`config.mk`:
```
export PLATFORM = sky130hd
export DESIGN_NAME = vending_machine_param
export DESIGN_NICKNAME = d
export VERILOG_FILES = /design/src/rtl/vm_pkg.sv /design/src/rtl/vm_stock.sv /design/src/rtl/vending_machine_param.sv
export SDC_FILE = /design/constraint.sdc
export NUM_CORES = 1
export LEC_CHECK = 0
export BUFFER_PORTS_ARGS = -buffer_cell sky130_fd_sc_hd__buf_2
export CELL_PAD_IN_SITES_DETAIL_PLACEMENT = 0
export CELL_PAD_IN_SITES_GLOBAL_PLACEMENT = 1
export CORE_ASPECT_RATIO = 0.6
export CORE_UTILIZATION = 40
export CTS_CLUSTER_DIAMETER = 80
export DETAILED_ROUTE_END_ITERATION = 10
export PLACE_DENSITY_LB_ADDON = 0.1
export SETUP_SLACK_MARGIN = 0.5
export SYNTH_ARGS = -nofsm -noshare
export SYNTH_HDL_FRONTEND = slang
export SYNTH_SLANG_ARGS = --single-unit
```
`constraint.sdc`:
```
create_clock -name clk -period 3.5 [get_ports clk]
set_clock_uncertainty 0.05 [all_clocks]
set_input_delay 0.525 -clock clk [delete_from_list [all_inputs] [get_ports clk]]
set_output_delay 0.525 -clock clk [all_outputs]
set_load 0.02 [all_outputs]
```
`src/rtl/vm_pkg.sv`:
```
// Shared types and helpers for the vending-machine controller: FSM state
// encoding and one-hot coin decoding.
package vm_pkg;

    typedef enum logic [2:0] {
        IDLE,
        RECEIVE,
        CHECK,
        DISPENSE,
        REFUND
    } vm_state_t;

    localparam logic [2:0] COIN_5  = 3'b001;
    localparam logic [2:0] COIN_10 = 3'b010;
    localparam logic [2:0] COIN_20 = 3'b100;

    // Any code that is not exactly one of the three coins is worth nothing.
    function automatic logic [4:0] coin_value(input logic [2:0] money);
        case (money)
            COIN_5:  return 5'd5;
            COIN_10: return 5'd10;
            COIN_20: return 5'd20;
            default: return 5'd0;
        endcase
    endfunction

endpackage

```
`src/rtl/vm_stock.sv`:
```
// Per-item stock counters: bulk reload on restock, single decrement on dispense,
// and an empty flag for the currently selected item.
module vm_stock #(
    parameter int NUM_ITEMS  = 4,
    parameter int ITEM_W     = $clog2(NUM_ITEMS),
    parameter int STOCK_W    = 4,
    parameter int STOCK_INIT = 8
) (
    input  logic              clk,
    input  logic              reset,
    input  logic              restock,
    input  logic              dec,
    input  logic [ITEM_W-1:0] sel,
    output logic              empty
);
    logic [STOCK_W-1:0] stock [NUM_ITEMS];

    // NOTE: this array is reset because its power-up contents are architectural
    // state; plain data memories without a defined start value should not be.
    always_ff @(posedge clk or posedge reset) begin
        if (reset) begin
            for (int i = 0; i < NUM_ITEMS; i++) stock[i] <= STOCK_W'(STOCK_INIT);
        end else if (restock) begin
            for (int i = 0; i < NUM_ITEMS; i++) stock[i] <= STOCK_W'(STOCK_INIT);
        end else if (dec) begin
            stock[sel] <= stock[sel] - 1'b1;
        end
    end

    assign empty = (stock[sel] == '0);

endmodule

```
`src/rtl/vending_machine_param.sv`:
```
// Parametrised vending-machine controller with credit carry-over, saturation
// and an insufficient-funds hold. Define VM_STOCK_EN for per-item stock tracking.
module vending_machine_param
    import vm_pkg::*;
#(
    parameter int NUM_ITEMS  = 4,
    parameter int ITEM_W     = $clog2(NUM_ITEMS),
    parameter int CREDIT_W   = 8,
    parameter int MAX_CREDIT = 200,
    parameter logic [NUM_ITEMS*CREDIT_W-1:0] ITEM_PRICE = {8'd45, 8'd20, 8'd12, 8'd3},
    parameter int STOCK_W    = 4,
    parameter int STOCK_INIT = 8
) (
    input  logic                 clk,
    input  logic                 reset,
    input  logic                 start,
    input  logic [ITEM_W-1:0]    item_in,
    input  logic [2:0]           money,
    input  logic                 done_money,
    input  logic                 cancel,
    input  logic                 continue_buy,
    input  logic                 restock,
    output logic                 done,
    output logic [NUM_ITEMS-1:0] item_out,
    output logic [CREDIT_W-1:0]  change,
    output logic                 coin_reject,
    output logic                 insufficient,
    output logic                 sold_out
);
    vm_state_t           state_q, state_d;
    logic [CREDIT_W-1:0] credit_q, credit_d;
    logic [ITEM_W-1:0]   sel_q, sel_d;
    logic                reject_d, insuff_d, sold_d, sold_q;
    logic                sel_empty, stock_dec;
    logic [CREDIT_W-1:0] price_sel;
    logic [CREDIT_W:0]   credit_sum;
    logic                coin_valid;

    function automatic logic [CREDIT_W-1:0] price_of(input logic [ITEM_W-1:0] idx);
        return ITEM_PRICE[int'(idx)*CREDIT_W +: CREDIT_W];
    endfunction

    assign price_sel  = price_of(sel_q);
    assign coin_valid = (coin_value(money) != 5'd0);
    // One extra bit so the saturation test sees the true sum.
    assign credit_sum = {1'b0, credit_q} + (CREDIT_W+1)'(coin_value(money));
    assign stock_dec  = (state_q == DISPENSE);

`ifdef VM_STOCK_EN
    vm_stock #(
        .NUM_ITEMS (NUM_ITEMS),
        .ITEM_W    (ITEM_W),
        .STOCK_W   (STOCK_W),
        .STOCK_INIT(STOCK_INIT)
    ) u_stock (
        .clk    (clk),
        .reset  (reset),
        .restock(restock && (state_q == IDLE)),
        .dec    (stock_dec),
        .sel    (sel_q),
        .empty  (sel_empty)
    );
`else
    // Infinite stock: the sold-out path can never fire.
    logic unused_stock;
    assign unused_stock = restock ^ stock_dec;
    assign sel_empty    = 1'b0;
`endif

    // NOTE: every variable gets a default before the case so no path leaves one
    // unassigned, which would otherwise infer a latch.
    always_comb begin
        state_d  = state_q;
        credit_d = credit_q;
        sel_d    = sel_q;
        reject_d = 1'b0;
        insuff_d = 1'b0;
        sold_d   = 1'b0;
        case (state_q)
            IDLE: begin
                credit_d = '0;
                if (start) begin
                    sel_d   = item_in;
                    state_d = RECEIVE;
                end
            end
            RECEIVE: begin
                if (cancel) begin
                    state_d = REFUND;
                end else begin
                    if (coin_valid) begin
                        if (credit_sum <= (CREDIT_W+1)'(MAX_CREDIT)) credit_d = credit_sum[CREDIT_W-1:0];
                        else reject_d = 1'b1;
                    end
                    if (done_money) state_d = CHECK;
                end
            end
            CHECK: begin
                if (sel_empty) begin
                    sold_d  = 1'b1;
                    state_d = REFUND;
                end else if (credit_q < price_sel) begin
                    insuff_d = 1'b1;
                    state_d  = RECEIVE;
                end else begin
                    state_d = DISPENSE;
                end
            end
            DISPENSE: begin
                if (continue_buy) begin
                    credit_d = credit_q - price_sel;
                    sel_d    = item_in;
                    state_d  = RECEIVE;
                end else begin
                    credit_d = '0;
                    state_d  = IDLE;
                end
            end
            REFUND: begin
                credit_d = '0;
                state_d  = IDLE;
            end
            default: state_d = IDLE;
        endcase
    end

    // NOTE: sequential state uses non-blocking assignments so every register
    // samples pre-edge values regardless of statement order.
    always_ff @(posedge clk or posedge reset) begin
        if (reset) begin
            state_q      <= IDLE;
            credit_q     <= '0;
            sel_q        <= '0;
            coin_reject  <= 1'b0;
            insufficient <= 1'b0;
            sold_q       <= 1'b0;
        end else begin
            state_q      <= state_d;
            credit_q     <= credit_d;
            sel_q        <= sel_d;
            coin_reject  <= reject_d;
            insufficient <= insuff_d;
            sold_q       <= sold_d;
        end
    end

    assign sold_out = sold_q;

    // Transaction outputs decode registered state only; CHECK guarantees no underflow.
    always_comb begin
        done     = 1'b0;
        item_out = '0;
        change   = '0;
        if (state_q == DISPENSE) begin
            done     = 1'b1;
            item_out = NUM_ITEMS'(1) << sel_q;
            change   = credit_q - price_sel;
        end else if (state_q == REFUND) begin
            done   = 1'b1;
            change = credit_q;
        end
    end

endmodule

```
# Yosys cells after proc, flatten, opt, wreduce, memory -nomap -nowiden
# Cells that the tools add are included.
# op_classes
addsub,2
n_shift,2
eq_ne,13
order_cmp,2
n_reduce_logical,8
muxes,26
# op_table
operator,count
two-way mux 8 bit,6
"indexed part select 32 x 6 -> 8 bit, first input constant",1
case mux 8 bit (3 select lines),1
case mux 5 bit (3 select lines),1
case mux 3 bit (4 select lines),1
"inequality test 2 bit, second input constant",5
adder 8 x 5 -> 9 bit,1
"equality test 3 x 2 -> 1 bit, second input constant",3
"less-or-equal comparator 9 x 8 -> 1 bit, second input constant",1
two-way mux 1 bit,9
two-way mux 3 bit,3
less-than comparator 8 bit,1
subtractor 8 bit,1
"equality test 3 x 1 -> 1 bit, second input constant",2
"equality test 3 bit, second input constant",2
two-way mux 2 bit,3
nonzero test 5 bit,1
two-way mux 4 bit,1
case mux 2 bit (2 select lines),1
AND reduction 4 bit,1
"<< shifter 1 x 2 -> 4 bit, first input constant",1
zero test 3 bit,1
"inequality test 3 bit, second input constant",1
AND reduction 3 bit,1
4 further kinds,4
# word_totals
inputBits,12
wordCells,58
out_inout_bits,16
regBits,15

# Logic depth before layout (Yosys ltp)
# Gate-level depths: netlist of run 1.
# depth
ltp_word,8
ltp_mapped,13

# Worst setup path after synthesis of run 1
# No wires, ideal clock.
# synth_timing
kind,reg2out
from,register sel_q[0]
to,output change[6]
path_stages_with_launch,13
arrival_time_ns,2.544
required_time_ns,2.925
path_buffers,0
setup_slack_ns,0.381
path_cell_list,dfrtp_1 -> inv_1 -> ha_1 -> inv_1 -> ha_1 -> inv_1 -> fa_1 -> a21o_1 -> a21oi_1 -> nor2_1 -> a211oi_1 -> xnor2_1 -> o21ai_0
# synth_via
elab_chain_cells,3
# synth_rtl
element,line,rtl
from (decl),vending_machine_param.sv:32,"logic [ITEM_W-1:0] sel_q, sel_d;"
from (signal assigned),vending_machine_param.sv:140,sel_q <= sel_d;
indexed part select 32 x 6 -> 8 bit,vending_machine_param.sv:40,return ITEM_PRICE[int'(idx)*CREDIT_W +: CREDIT_W];
subtractor 8 bit,vending_machine_param.sv:157,change = credit_q - price_sel;
two-way mux 8 bit,vending_machine_param.sv:154,if (state_q == DISPENSE) begin
to (decl),vending_machine_param.sv:25,"output logic [CREDIT_W-1:0] change,"
# No other way between the ends.

# Final worst setup path of run 1
# layout_timing
from,register sel_q[1]
to,output change[4]
# Same word-level chain as after synthesis.

==> results of run 1 <==
==> Yosys cell counts, types with 2 or more instances <==
master / number
dfrtp_1: 15
and2_1: 2
a22o_1: 4
a21oi_1: 5
a211oi_1: 7
xor2_1: 4
fa_1: 2
nand3_1: 6
a2bb2oi_2: 6
nand2_1: 12
nand2b_1: 5
ha_1: 15
o21ai_0: 17
nor3b_1: 3
a21o_1: 4
inv_1: 10
xnor2_1: 5
nor2_1: 17
o21ai_1: 6
nor2b_1: 2
clkbuf_1: 6
o21a_1: 2
a22oi_1: 2
or2_2: 4
==> cell families (layout without fill, tap and decap cells) <==
logic type / after synthesis / in the layout / synth area share
flip-flops: 15 / 15 / 0.235
XOR/XNOR: 9 / 9 / 0.0494
multiplexers: 1 / 1 / 0.00706
adder cells (fa/ha/maj): 17 / 17 / 0.143
buffers and inverters: 19 / 51 / 0.0526
AND/OR/NAND/NOR: 61 / 61 / 0.210
AO/OA/AOI/OAI: 63 / 63 / 0.301
other: 1 / 1 / 0.00235
==> final timing paths <==
kind,start,to,slack [ps],cells past startpoint
setup / recovery,sel_q[1],change[4],390,13
max in group asynchronous,reset,sel_q[1],2720,2
hold / removal,reset,state_q[2],270,2
setup reg to reg,credit_q[0],credit_q[1],810,8
hold reg to reg,state_q[2],state_q[1],530,1
min in group clk,item_in[0],sel_q[0],430,3
==> where the power goes <==
| group | internal (uW) | switching (uW) | total, uW | leakage [uW] |
|---|---|---|---|---|
| registers | 243 | 126 | 369 | 0.000193 |
| logic | 740 | 797 | 1540 | 0.000704 |
| clock network | 79.2 | 75.0 | 154 | 0.0000255 |
==> metrics by stage <==
step	hold WS (ps)	total power (uW)	util
finish	273	2060	0.521
CTS	309	1880	0.504
global placement	526	1520	0.465
floorplan	376	1310	-
global route	324	2230	0.521
detailed placement	515	1550	0.465
==> metal layers <==
layer / vias up / GRT usage / share of wire
met4: 0 / 0.0395 / 0.0099
met2: 30 / 0.303 / 0.40
li1: 743 / - / -
met1: 707 / 0.319 / 0.56
met3: 8 / 0.0436 / 0.031
met5: - / 0 / 0
==> state kept, by name, indices dropped and copies added, names as in the netlist <==
name,count
credit_q,8
coin_reject,1
state_q,3
sel_q,2
insufficient,1
==> worst max-delay path, delay by kind of cell, from the launching register on <==
family,cells,cell delay [ps]
xor+xnor,1,70
buf+inv,6,540
flops,1,390
compound gates,3,620
fa+ha+maj,3,660
==> layout make-up <==
cell class | instances | share of cell area
multi-input combinational | 152 | 0.617
clock inverter | 1 | 0.00257
tap | 47 | 0.0302
inverter | 10 | 0.0193
clock buffer | 3 | 0.0212
timing repair buffer | 37 | 0.117
sequential | 15 | 0.193
==> repair_timing <==
action | 4_1_cts | 5_1_grt
pin swaps | 7 | 8
gates resized for setup | 15 | 6
endpoints found under the setup margin | 3 | 12
setup buffers | 6 | 5
==> run_results.csv, run 1 <==
group,metric,value,unit
logic_synthesis,synth.largest_area_cell,"dfrtp_1",
logic_synthesis,synth_top_cell_area_share,0.235,
placement,globalplace.congestion,0.887,
timing,hold_viol,0,
clocking,ctsRootBufferMaster,"clkbuf_8",
route,ant_nets,0,
critical_path,crit_type,"reg -> out",
logic_synthesis,ys.flop_type,"dfrtp_1",
power,p_per_area,1060,nW/um2
logic_synthesis,syn_area,1590,um2
timing,slew_headroom,0.475,
route,drtPass1Iterations,4,
logic_synthesis,synthArstFlopShare,1.00,
placement,dp_hpwl,3110,um
hold_path,hold_path.class,"in -> async",
route,wl_per_cell,15.7,um
power,peakVddDrop,0.000502,V
placement,pre_cts_ws,306,ps
route,finalWirelength,4160,um
clocking,htree_levels,1,
timing,finalCritPeriodShare,0.889,
floorplanning,start_util,0.426,
timing,finalCriticalPeriod,3110,ps
route,drc,0,
route,drt-initial-drc-count,82,
clocking,cts_tree,"built",
placement,placedCellCount,250,
clocking,cts.sinks,15,
critical_path,path_cells,"inv_2 -> ha_4 -> inv_2 -> ha_4 -> inv_2 -> fa_2 -> a21o_1 -> a21oi_2 -> buf_4 -> buf_6 -> xnor2_4 -> a22o_1 -> buf_6",
timing,setup_violations,0,
logic_synthesis,ys_seq_elements,15,
cells_and_area,area_delta_synth_final,22.3,%
placement,port_buffers,25,
grt,grtUsageTotal,0.209,
logic_synthesis,seq_area_frac_synth,0.235,
clocking,cts_buffers,3,
cells_and_area,seq_area,375,um2
timing,max_freq,321,MHz
logic_synthesis,ys_types,49,
logic_synthesis,synth_edf_count,0,
grt,grt_max_degree,16,
critical_path,max_stage_delay,390,ps
critical_path,critPathCaptureType,"output port",
clocking,cts_hold_buf,0,
cells_and_area,fillCellCount,353,
clocking,clock_latency,260,ps
logic_synthesis,synth_warnings,0,
floorplanning,core,3740,um2
power,leakage,0.000922,uW
clocking,cts.clk_slew.worst_paths,80,ps
cells_and_area,multi_input_area,1200,um2
floorplanning,rows,17,
route,viasPerCell,5.62,
placement,place_area,1740,um2
timing,setup_tns,0,ps
critical_path,crit_slowest_cell,"dfrtp_1",
floorplanning,design.portCount,28,
timing,tightestPinTransition,784,ps
run_status,status,"complete, no violations",
grt,grt_pass1_vias,1412,
route,vias,1488,
logic_synthesis,syn_area_per_cell,8.57,um2
cells_and_area,drive_gt1_frac,0.330,
critical_path,cpMostUsedCell,"inv_2",
cells_and_area,fin_nets,248,
floorplanning,die_h,50.9,um
critical_path,cp.arrival,2540,ps
floorplanning,dieArea,4250,um2
critical_path,critPathRequiredTime,2920,ps
logic_synthesis,synth.top_cells.by_area,"dfrtp_1, ha_1, a2bb2oi_2",
cells_and_area,design_area,1950,um2
timing,fin_ws,389,ps
run,cap_violations,0,
critical_path,worstPathMaxFanout,2,
floorplanning,dieWidth,83.5,um
grt,overflow,0,
logic_synthesis,syn_nets,215,
cells_and_area,stdcell_count,265,
cells_and_area,n_antenna_cell,0,
timing,rsz0062_at_grt,"true",
grt,grt_first_pass_wirelength,6930,um
critical_path,critical_path.startpoint_type,"flop",
clocking,cts_buffer_depth,2,
cells_and_area,final_common_cell,"buf_2",
logic_synthesis,synth_cells,186,
cells_and_area,layout_common_cells,"buf_2, nor2_1, o21ai_0, dfrtp_1",
grt,antenna_found_initial,0,
timing,slew_viol_final,0,
(Power assumes the default switching activity.)
==> inputs of run 2 (changes only) <==
--- a/config.mk
+++ b/config.mk
@@ -5,6 +5,7 @@
 export SDC_FILE = /design/constraint.sdc
 export NUM_CORES = 1
 export LEC_CHECK = 0
+export ABC_AREA = 1
 export BUFFER_PORTS_ARGS = -buffer_cell sky130_fd_sc_hd__buf_2
 export CELL_PAD_IN_SITES_DETAIL_PLACEMENT = 0
 export CELL_PAD_IN_SITES_GLOBAL_PLACEMENT = 1
@@ -16,4 +17,6 @@
 export SETUP_SLACK_MARGIN = 0.5
 export SYNTH_ARGS = -nofsm -noshare
 export SYNTH_HDL_FRONTEND = slang
+export SYNTH_HIERARCHICAL = 1
 export SYNTH_SLANG_ARGS = --single-unit
+export TNS_END_PERCENT = 50
==> run 2 against run 1 <==
Net effect:
- the run now ends with design-rule violations left
- sequential cell count is the same
- critical path depth is 1 higher
- register-to-register slack better by 350 ps
- wire length grew 2.4%
- cell area grew 0.19%
- synthesized area rose by 1.3%
- final cell count grew 22%
- sequential power is 17% lower
- via count up 6.5%
- combinational power is 27% lower
- sequential share of layout area is essentially flat
- first-iteration DRC count shrank 27%
- largest cell class unchanged
- largest power group unchanged
==> run_results.csv, run 2 <==
group,metric,value,unit
run_status,status,"finished with violations",
run_status,violations,"design-rule violations",
placement,port_buffers,25,
critical_path,crit_family,"adder cells",
logic_synthesis,syn_area,1610,um2
critical_path,r2r_setup_slack,1160,ps
timing,hold_viol,0,
placement,globalplace.congestion,0.764,
cells_and_area,reg_top3,"credit_q (8), state_q (3), sel_q (2)",
floorplanning,dieWidth,84.0,um
run,cap_violations,0,
logic_synthesis,synth.top_cells.by_area,"dfrtp_1, nand2_1, ha_1",
timing,setup_violations,0,
cells_and_area,fillCellCount,412,
logic_synthesis,ys_types,34,
logic_synthesis,synth_cells,241,
timing,slew_viol_final,0,
route,wl_per_cell,13.2,um
timing,finalCriticalPeriod,2910,ps
clocking,htree_levels,1,
floorplanning,design.portCount,28,
critical_path,r2r-end,"credit_q[1]",
power,p_total,1580,uW
grt,overflow,0,
critical_path,worstPathMaxFanout,3,
critical_path,r2r-start,"credit_q[0]",
grt,grt_first_pass_wirelength,7090,um
logic_synthesis,synth.largest_area_cell,"dfrtp_1",
cells_and_area,area_delta_synth_final,21.0,%
cells_and_area,fin_nets,306,
logic_synthesis,yosys-top-cells-count,"nand2_1, inv_1, nand3_1",
floorplanning,dieArea,4300,um2
grt,grt_pass1_vias,1445,
grt,grt_max_degree,16,
clocking,clock_latency,250,ps
route,vias,1584,
clocking,cts_hold_buf,0,
grt,antenna_found_initial,0,
placement,dp_hpwl,3350,um
clocking,cts_buffers,3,
floorplanning,die_h,51.2,um
critical_path,critPathRequiredTime,2920,ps
route,drtPass1Iterations,7,
power,p_per_area,810,nW/um2
cells_and_area,drive_gt1_frac,0.290,
cells_and_area,top_register,"credit_q",
floorplanning,rows,17,
critical_path,critical_path.startpoint_type,"flop",
critical_path,worstRegToRegCells,13,
critical_path,critPathCaptureType,"output port",
logic_synthesis,syn_area_per_cell,6.70,um2
hold_path,hold_path.class,"in -> async",
logic_synthesis,seq_area_frac_synth,0.233,
logic_synthesis,synth_warnings,6,
route,finalWirelength,4260,um
route,drt-initial-drc-count,60,
power,leakage,0.00107,uW
cells_and_area,n_antenna_cell,0,
logic_synthesis,syn_nets,270,
critical_path,cpMostUsedCell,"inv_2",
timing,hold_slack,301,ps
cells_and_area,largest_reg_flops,8,
timing,slew_headroom,0.566,
logic_synthesis,synth_edf_count,0,
logic_synthesis,ys.flop_type,"dfrtp_1",
logic_synthesis,ys_seq_elements,15,
critical_path,cp.arrival,2330,ps
timing,setup_tns,0,ps
route,drc,8,
critical_path,crit_slowest_cell,"dfrtp_1",
timing,max_freq,344,MHz
route,viasPerCell,4.90,
critical_path,path_cells,"inv_2 -> ha_4 -> inv_2 -> ha_4 -> inv_2 -> fa_2 -> nand3_2 -> nand2_2 -> nand2_2 -> a21boi_2 -> o21ai_1 -> nand3_1 -> o21ai_1 -> buf_4",
critical_path,crit_type,"reg -> out",
clocking,cts_buffer_depth,2,
cells_and_area,final_common_cell,"nand2_1",
clocking,cts_tree,"built",
timing,rsz0062_at_grt,"true",
route,ant_nets,0,
timing,tightestPinTransition,650,ps
logic_synthesis,synthArstFlopShare,1.00,
cells_and_area,layout_common_cells,"nand2_1, inv_1, nand3_1",
clocking,cts.clk_slew.worst_paths,70,ps
cells_and_area,final_core_util,0.519,
grt,grtUsageTotal,0.215,
floorplanning,start_util,0.429,
critical_path,worst-path-buf-inv,4,
clocking,cts.sinks,15,
critical_path,max_stage_delay,390,ps
clocking,ctsRootBufferMaster,"clkbuf_8",
timing,finalCritPeriodShare,0.831,
logic_synthesis,yosysMostFrequentCell,"nand2_1",
logic_synthesis,synth_top_cell_area_share,0.233,
power,peakVddDrop,0.000316,V
floorplanning,core,3760,um2
[run 2: power breakdown]
| part | total [uW] | internal (uW) | switching [uW] | leakage [uW] |
|---|---|---|---|---|
| clock network | 146 | 80.8 | 65.6 | 0.0000228 |
| logic | 1130 | 439 | 691 | 0.000849 |
| registers | 306 | 232 | 74.3 | 0.000198 |
| total | 1580 | 752 | 831 | 0.00107 |
[run 2: layout make-up]
class                      instances  area [um2]  area share
tap                               47        58.8      0.0301
inverter                          43         161      0.0826
multi-input combinational        181        1120       0.576
timing repair buffer              33         188      0.0961
sequential                        15         375       0.192
clock buffer                       4        45.0      0.0231
[run 2: how the worst max path moves through the flow]
stage,start,cells after the start,end,slack (ps)
4_1_cts,sel_q[1],15,change[6],500
2_1_floorplan,sel_q[0],13,change[6],820
6_report,sel_q[1],14,change[6],590
5_1_grt,sel_q[1],14,change[6],450
3_3_place_gp,sel_q[0],14,change[6],590
3_5_place_dp,sel_q[0],14,change[6],560
[run 2: kinds of logic (layout without fill, tap and decap cells)]
logic type                 count (synthesis)  after routing  synth area share
and+or+nand+nor                          128            128             0.382
adders and majority gates                 17             17             0.141
buffers and inverters                     45             80             0.107
DFF                                       15             15             0.233
AOI/OAI and AO/OA                         30             30             0.108
xor gates and xnor gates                   5              5            0.0271
other                                      1              1           0.00232
[run 2: metrics by stage]
stage / worst slack (ps) / cells / cell area (um2)
floorplan: 822 / 241 / 1610
global placement: 591 / 311 / 1790
detailed placement: 565 / 311 / 1790
CTS: 503 / 318 / 1860
global route: 450 / 323 / 1950
finish: 591 / 323 / 1950
[run 2: per-layer routing]
metal | GRT usage | vias up | share of wire
met5 | 0 | - | 0
met4 | 0.0287 | 0 | 0.0038
met3 | 0.0452 | 4 | 0.031
met2 | 0.303 | 25 | 0.39
met1 | 0.336 | 716 | 0.57
li1 | - | 839 | -
[run 2: repair_timing]
item,4_1_cts,5_1_grt
pin swaps,1,7
setup buffers,3,5
hold endpoints to repair,0,0
setup endpoints to repair,2,3
gates resized for setup,5,14
